## config.mk

```make
export PLATFORM = sky130hd
export DESIGN_NAME = ifetch_unit
export DESIGN_NICKNAME = d
export VERILOG_FILES = /design/src/rtl/ifetch_unit.sv
export SDC_FILE = /design/constraint.sdc
export NUM_CORES = 1
export LEC_CHECK = 0
export ABC_CLOCK_PERIOD_IN_PS = 9250
export CORE_MARGIN = 3
export CORE_UTILIZATION = 30
export DETAILED_ROUTE_END_ITERATION = 8
export GPL_TIMING_DRIVEN = 0
export PLACE_DENSITY = 0.57
export SLEW_MARGIN = 30
export SYNTH_ARGS = -nofsm -noshare
export SYNTH_HDL_FRONTEND = slang
export SYNTH_SLANG_ARGS = --single-unit
```

## constraint.sdc

```tcl
create_clock -name clk -period 9.25 [get_ports clk]
set_input_delay 0.925 -clock clk [delete_from_list [all_inputs] [get_ports clk]]
set_output_delay 0.925 -clock clk [all_outputs]
set_load 0.02 [all_outputs]
```

## src/rtl/ifetch_unit.sv

```systemverilog
// Instruction fetch unit: producer side of the fetch->decode interface.
// Issues single-outstanding word reads to instruction memory, buffers the
// returned words with their PCs in a small FIFO, and presents the oldest one
// (with PC+8) to decode. A branch redirect flushes the buffer and any
// in-flight read, then fetch restarts at the target.
//
// Ports:
//   clk, reset          clock; asynchronous active-low reset
//   imem_req/imem_addr  registered read request and word-aligned address
//   imem_ack/imem_rdata one-cycle acknowledge with read data
//   stall               decode is not consuming this cycle
//   redirect/redirect_pc branch taken and its target
//   InstrF/PCPlus8      head instruction and its PC+8 (NOP / 0 when invalid)
//   InstrValidF         InstrF holds a real fetched instruction
module ifetch_unit #(
    parameter logic [31:0] RESET_PC  = 32'h0000_0000,
    parameter int unsigned DEPTH     = 2,
    parameter logic [31:0] NOP_INSTR = 32'hE1A0_0000
) (
    input  logic        clk,
    input  logic        reset,
    output logic        imem_req,
    output logic [31:0] imem_addr,
    input  logic        imem_ack,
    input  logic [31:0] imem_rdata,
    input  logic        stall,
    input  logic        redirect,
    input  logic [31:0] redirect_pc,
    output logic [31:0] InstrF,
    output logic [31:0] PCPlus8,
    output logic        InstrValidF
);

    localparam int unsigned PW = (DEPTH > 1) ? $clog2(DEPTH) : 1;
    localparam int unsigned CW = $clog2(DEPTH + 1);
    localparam logic [CW-1:0] DEPTH_C = CW'(DEPTH);

    typedef enum logic [1:0] {IDLE, WAIT, DROP} state_t;

    typedef struct packed {
        logic [31:0] pc;
        logic [31:0] instr;
    } entry_t;

    state_t        state_q, state_d;
    logic [31:0]   fpc_q, fpc_d;
    logic [CW-1:0] count_q, count_d;
    logic [PW-1:0] rd_ptr_q, wr_ptr_q;
    logic          req_d;
    logic [31:0]   addr_d;
    entry_t        fifo_q [DEPTH];
    entry_t        head;
    logic          push, pop;
    logic [31:0]   target;
    logic [CW-1:0] post_push;

    // Decode-facing view of the FIFO head; redirect masks validity at once
    always_comb begin
        target      = redirect_pc & 32'hFFFF_FFFC;
        head        = fifo_q[rd_ptr_q];
        InstrValidF = (count_q != '0) && !redirect;
        pop         = InstrValidF && !stall;
        InstrF      = InstrValidF ? head.instr : NOP_INSTR;
        PCPlus8     = InstrValidF ? (head.pc + 32'd8) : 32'h0;
    end

    // Request FSM next-state, fetch PC and request outputs
    always_comb begin
        state_d   = state_q;
        fpc_d     = fpc_q;
        req_d     = imem_req;
        addr_d    = imem_addr;
        push      = 1'b0;
        post_push = count_q + CW'(1) - CW'(pop);

        unique case (state_q)
            IDLE: begin
                if (redirect) begin
                    fpc_d = target;
                end else if (count_q < DEPTH_C) begin
                    state_d = WAIT;
                    req_d   = 1'b1;
                    addr_d  = fpc_q;
                end
            end
            WAIT: begin
                if (redirect) begin
                    // An unacked read must still be drained before reissuing
                    fpc_d   = target;
                    req_d   = 1'b0;
                    state_d = imem_ack ? IDLE : DROP;
                end else if (imem_ack) begin
                    push  = 1'b1;
                    fpc_d = fpc_q + 32'd4;
                    // Keep streaming only if the next ack still has a free slot
                    if (post_push < DEPTH_C) begin
                        addr_d = fpc_q + 32'd4;
                    end else begin
                        state_d = IDLE;
                        req_d   = 1'b0;
                    end
                end
            end
            DROP: begin
                if (redirect) begin
                    fpc_d = target;
                end
                if (imem_ack) begin
                    state_d = IDLE;
                end
            end
            default: begin
                state_d = IDLE;
                req_d   = 1'b0;
            end
        endcase

        if (redirect) begin
            count_d = '0;
        end else begin
            count_d = count_q + CW'(push) - CW'(pop);
        end
    end

    // Control state registers
    always_ff @(posedge clk or negedge reset) begin
        if (!reset) begin
            state_q   <= IDLE;
            fpc_q     <= RESET_PC;
            count_q   <= '0;
            rd_ptr_q  <= '0;
            wr_ptr_q  <= '0;
            imem_req  <= 1'b0;
            imem_addr <= RESET_PC;
        end else begin
            state_q   <= state_d;
            fpc_q     <= fpc_d;
            count_q   <= count_d;
            imem_req  <= req_d;
            imem_addr <= addr_d;
            if (redirect) begin
                rd_ptr_q <= '0;
                wr_ptr_q <= '0;
            end else begin
                if (push) wr_ptr_q <= wr_ptr_q + PW'(1);
                if (pop)  rd_ptr_q <= rd_ptr_q + PW'(1);
            end
        end
    end

    // FIFO storage; contents are qualified by count so need no reset
    always_ff @(posedge clk) begin
        if (push) begin
            fifo_q[wr_ptr_q] <= entry_t'{pc: fpc_q, instr: imem_rdata};
        end
    end

endmodule

```

### Word-level counts from Yosys, hierarchy flattened

Memory sizes are Yosys's and may differ from the RTL's.
Cells that the tools add are included.

| operators by class | value |
|---|---|
| add/sub/neg operators | 8 |
| $lt $le $gt $ge | 2 |
| equality and inequality tests | 11 |
| mux-type cells | 36 |
| bitwise gates (word level) | 1 |
| reduce and logical (&&, ||, !) cells | 15 |

Operator list:

| kind | number |
|---|---|
| 2-to-1 mux 32 bit | 10 |
| one-hot mux 32 bit (2 select lines) | 2 |
| adder 32 x 3 -> 32 bit, second input constant | 1 |
| adder 32 x 4 -> 32 bit, second input constant | 1 |
| 2-to-1 mux 2 bit | 8 |
| 2-to-1 mux 1 bit | 14 |
| != test 2 bit, second input constant | 6 |
| AND reduction 5 bit | 2 |
| nonzero test 2 bit | 5 |
| != test 3 bit, second input constant | 2 |
| one-hot mux 2 bit (3 select lines) | 1 |
| AND reduction 6 bit | 1 |
| less-than comparator 2 bit, second input constant | 2 |
| subtractor 2 x 1 -> 2 bit | 2 |
| one-hot mux 1 bit (3 select lines) | 1 |
| AND reduction 3 bit | 1 |
| adder 1 bit, second input constant | 2 |
| adder 2 x 1 -> 2 bit | 1 |
| adder 2 x 1 -> 2 bit, second input constant | 1 |
| equality test 2 x 1 -> 1 bit, second input constant | 1 |
| equality test 2 bit, second input constant | 1 |
| logical AND 1 bit | 2 |
| zero test 1 bit | 2 |
| zero test 2 bit | 1 |
| 3 further kinds | 3 |

| word-level totals | value |
|---|---|
| bits in registers | 71 |
| bits in writable memories | 128 |
| input port bits | 69 |
| output and inout bits | 98 |
| logic and storage cells | 81 |
| memories kept | 1 |

Memory list:

| name | depth | width | read ports | clocked after Yosys merged registers in | wr ports | line | source |
|---|---|---|---|---|---|---|---|
| fifo_q | 2 | 64 | 1 | 0 | 1 | 51 | `entry_t fifo_q [DEPTH];` |

### Longest topological paths before layout

| depth | value |
|---|---|
| word-level depth | 9 |
| depth in mapped cells | 11 |
| depth with buffers taken out | 8 |

### Worst setup path after synthesis

No wires, ideal clock.

| path | value |
|---|---|
| kind | input to register |
| start | in redirect |
| end | mem fifo_q[0][0] (netlist bit) (enable) |
| library setup time | 0.482 ns |
| arrival time | 3.899 ns |
| slack | 4.868 ns |
| stages | 3 |
| path buffers | 0 |
| path through | nor2_1 nand2_1 nor2_1 |

| on the way | value |
|---|---|
| longest elaborated chain between the ends | 4 |

RTL lines:

| element | line | source |
|---|---|---|
| from (decl) | 27 | `input logic redirect,` |
| 2-to-1 mux 1 bit | 87 | `if (redirect) begin` |
| 2-to-1 mux 1 bit | 76 | `unique case (state_q)` |
| 2-to-1 mux 1 bit | 153 | `if (push) begin` |
| 2-to-1 mux 1 bit (implied by the code) | 154 | `fifo_q[wr_ptr_q] <= entry_t'{pc: fpc_q, instr: imem_rdata};` |
| to (decl) | 51 |  |

No other way between the ends.

### Worst setup path in the final report

| path | value |
|---|---|
| start | reg rd_ptr_q |
| end | out PCPlus8[29] |

| on the way | value |
|---|---|
| longest elaborated chain between the ends | 3 |

RTL lines:

| element | line | source |
|---|---|---|
| from (decl) | 48 | `logic [PW-1:0] rd_ptr_q, wr_ptr_q;` |
| from (signal assigned) | 146 | `if (pop) rd_ptr_q <= rd_ptr_q + PW'(1);` |
| memory read (2 x 64 bit) | -- |  |
| adder 32 x 4 -> 32 bit | 64 | `PCPlus8 = InstrValidF ? (head.pc + 32'd8) : 32'h0;` |
| 2-to-1 mux 32 bit | 64 |  |
| to (decl) | 30 | `output logic [31:0] PCPlus8,` |

No other way between the ends.

==> results.json <==
{
  "run_status": "finished clean",
  "arrival_ns": 4.84,
  "fillers": 2982,
  "route.met3.wl_mm": 2.01,
  "wl_per_cell_um": 19.3,
  "period_minus_slack_ns": 5.77,
  "antenna_found_initial": 0,
  "max_cap_viol_count": 0,
  "critPathRequiredTime_ns": 8.33,
  "cts_tree": "built",
  "finalSetupViolCount": 0,
  "cp-end-kind": "output pin",
  "cts_made_buffers": 17,
  "rsz0062_at_grt": "no",
  "cts_resized": 0,
  "r2r_end": "fpc_q[28]$_DFFE_PN0P_",
  "firstDrtPassIters": 5,
  "io_pins": 167,
  "p_switching_uw": 772,
  "grt_util_all_layers_pct": 16.3,
  "async_flop_share_pct": 35.1,
  "drv_slew": 0,
  "synth_top_family_by_area": "simple AND/OR/NAND/NOR gates",
  "root_buffer": "clkbuf_16",
  "area_growth_syn_to_layout_pct": 30.4,
  "critPathKind": "register to output pin",
  "die_area_um2": 33300,
  "num-nets-final": 1106,
  "drive_gt1_share_pct": 7.75,
  "drtIter0Drc": 591,
  "synth_enable_flop_cells": 124,
  "dr_wl_met2_mm": 12.1,
  "power.density_nw_per_um2": 205,
  "pwr-share-comb_pct": 24.3,
  "htreeDepth": 4,
  "synth_compound_area_share_pct": 11.2,
  "grt_pass1_wl_mm": 42.3,
  "drc": 0,
  "period_share_pct": 62.4,
  "yosys_register_bits": 191,
  "synth_ff_type": "edfxtp_1",
  "leakagePower_nw": 4.09,
  "synthMuxAreaShare_pct": 6.42,
  "netlist_area_um2": 9360,
  "p_int_mw": 1.73,
  "slowest_delay_ns": 0.65,
  "postSynthAreaPerCell_um2": 11.1,
  "clock_skew_ns": 0.0148,
  "portBuffers": 160,
  "synth_xor_area_share_pct": 4.59,
  "ys_warn_count": 0,
  "routed.top_layer": "met4",
  "diodes": 0,
  "drt_wl_total_mm": 27.8,
  "grt_max_degree": 38,
  "ant_nets": 0,
  "core-area_um2": 30700,
  "postCtsHoldBufs": 0,
  "cp_common_cell": "buf_2",
  "cts_setup_buffers": 0,
  "rows": 64,
  "yosys.area_share.simple_pct": 16.3,
  "wl_met1_mm": 13.2,
  "grt-ovfl-total": 0,
  "grt_pass1_vias": 7232,
  "clk_pin_slew_worst_paths_ns": 0.07,
  "start_kind": "register",
  "synthCells": 846,
  "worstSkewPairLatency_ns": 0.44,
  "clk_path_buf_depth": 2,
  "dpl.hpwl_mm": 20.1,
  "p_seq_share_pct": 44.4,
  "multi_input_area_um2": 3680,
  "fin_tns_setup_ns": 0,
  "gp_congestion": 0.864,
  "r2r_cells": 7,
  "fmax_ghz": 0.173,
  "initial_utilization_pct": 30.5,
  "ys_seq_area_share_pct": 57.7,
  "fp.dieH_um": 183,
  "irDropWorstVdd_uv": 133,
  "relSlewSlack_pct": 32.9,
  "regToRegStartpoint": "fpc_q[2]$_DFFE_PN0P_",
  "hold_ws_ns": 0.460,
  "cp_slowest_cell": "buf_1",
  "vias": 7326,
  "hold_path.class": "input pin to asynchronous set/reset pin",
  "power_mw": 2.50,
  "register_area_um2": 5400,
  "hold_violations": 0,
  "path_cells": "buf_2, buf_2, buf_2, buf_1, mux2_2, ha_1, nand4b_1, a22oi_1, o2111ai_2, or4_1, nand2_1, clkdlybuf4s50_1",
  "cts.sinks": 191,
  "die_x_um": 183,
  "max_slew.worst_pin.slew_ns": 0.998,
  "r2r_slack_ns": 6.29,
  "swShare_pct": 30.9,
  "ys_types": 65,
  "cp_max_fo": 10,
  "power_frac_clock_pct": 31.3,
  "synthAdderAreaFrac_pct": 0.535,
  "viasPerCell": 5.08
}
cells in the mapped netlist, types with 3 or more instances:
cell / number / area, um^2
a211oi_1: 6 / 45.0
a21oi_1: 67 / 335
a21oi_2: 3 / 26.3
a22oi_1: 4 / 30.0
a2bb2oi_1: 5 / 43.8
a31oi_1: 6 / 37.5
and2_1: 3 / 18.8
and3_1: 7 / 43.8
and4_1: 6 / 52.6
buf_2: 15 / 75.1
buf_4: 5 / 37.5
clkbuf_1: 36 / 135
dfrtp_1: 67 / 1680
edfxtp_1: 124 / 3720
ha_1: 4 / 50.1
inv_1: 9 / 33.8
mux2_2: 8 / 90.1
mux2i_1: 51 / 510
nand2_1: 56 / 210
nand2b_1: 5 / 31.3
nand3_1: 37 / 185
nand3b_1: 4 / 30.0
nand4_1: 24 / 150
nand4b_1: 4 / 35.0
nor2_1: 107 / 402
nor2b_1: 6 / 37.5
nor3_1: 17 / 85.1
nor3b_1: 4 / 30.0
nor4_1: 7 / 43.8
o21ai_0: 33 / 165
o22ai_1: 8 / 50.1
o31ai_1: 8 / 60.1
or3_1: 5 / 31.3
or4_1: 4 / 30.0
xnor2_1: 23 / 201
xor2_1: 26 / 228
flip-flops by register name, summed over array words and instances, names as in the netlist:
register / cells
imem_req: 1
count_q: 2
fpc_q: 30
state_q: 2
wr_ptr_q: 1
imem_addr: 30
rd_ptr_q: 1
fifo_q: 124
critical path: cells and delay by family, from the launching register on:
kind                       cells  cell delay [ns]
buffers and inverters          5             2.10
and+or+nand+nor                3             0.83
AOI/OAI and AO/OA              2             0.56
DFF                            1             0.36
muxes                          1             0.29
adders and majority gates      1             0.26
kinds of logic after synthesis:
family          count (synthesis)
buf+inv                        68
other cells                     1
compound gates                169
flops                         191
mux                            59
simple gates                  305
fa+ha+maj                       4
xor+xnor                       49
metrics by stage:
step	setup slack, ns	std cells	util (%)	area (um^2)
finish	3.48	1441	39.8	12200
global route	3.19	1441	39.8	12200
CTS	3.44	1441	39.8	12200
detailed placement	3.90	1410	37.8	11600
global placement	2.40	1405	37.4	11500
floorplan	4.87	849	-	9370
layout by cell type (no fill, tap or decap), types with 5 or more instances in the layout:
| cell type | n |
|---|---|
| o31ai_1 | 8 |
| inv_1 | 9 |
| mux2_2 | 8 |
| and4_1 | 6 |
| nand2b_1 | 5 |
| nand3_1 | 37 |
| nor4_1 | 7 |
| and3_1 | 6 |
| a2bb2oi_1 | 5 |
| mux2i_1 | 51 |
| buf_4 | 6 |
| o22ai_1 | 8 |
| edfxtp_1 | 124 |
| nor2b_1 | 6 |
| xor2_1 | 26 |
| nor2_1 | 106 |
| dfrtp_1 | 67 |
| clkdlybuf4s50_1 | 159 |
| clkbuf_1 | 37 |
| o21ai_0 | 33 |
| or3_1 | 5 |
| buf_2 | 15 |
| a211oi_1 | 6 |
| nand2_1 | 56 |
| nor3_1 | 17 |
| nand4_1 | 24 |
| xnor2_1 | 23 |
| a31oi_1 | 6 |
| clkbuf_16 | 17 |
| a21oi_1 | 67 |
routing by layer:
layer	GRT usage, %	vias up
met5	0	-
met4	4.14	0
met3	3.91	28
met2	25.0	285
met1	23.3	3524
li1	-	3489
worst max-delay path by stage:
stage | startpoint | endpoint | depth (start not counted)
2_1_floorplan | redirect | fifo_q[0][0]$_DFFE_PP_ | 3
3_3_place_gp | redirect | fifo_q[0][9]$_DFFE_PP_ | 4
3_5_place_dp | rd_ptr_q$_DFFE_PN0P_ | PCPlus8[29] | 12
4_1_cts | rd_ptr_q$_DFFE_PN0P_ | PCPlus8[29] | 12
5_1_grt | rd_ptr_q$_DFFE_PN0P_ | PCPlus8[29] | 12
6_report | rd_ptr_q$_DFFE_PN0P_ | PCPlus8[29] | 12
final cells by class:
class / instances / area share, %
Buffer: 59 / 2.18
Clock buffer: 18 / 3.52
Clock inverter: 13 / 1.54
Inverter: 9 / 0.277
Multi-Input combinational cell: 590 / 30.2
Sequential cell: 191 / 44.3
Tap cell: 396 / 4.06
Timing Repair Buffer: 165 / 14.0
power by group through the flow:
| stage | Clock (mW) | Combinational (mW) | Sequential, mW |
|---|---|---|---|
| floorplan | 0 | 0.285 | 1.15 |
| global placement | 0 | 0.599 | 1.12 |
| detailed placement | 0 | 0.607 | 1.12 |
| CTS | 0.797 | 0.612 | 1.11 |
| global route | 0.828 | 0.657 | 1.12 |
| finish | 0.783 | 0.606 | 1.11 |
Note: power is estimated with default switching activity, not from simulation.
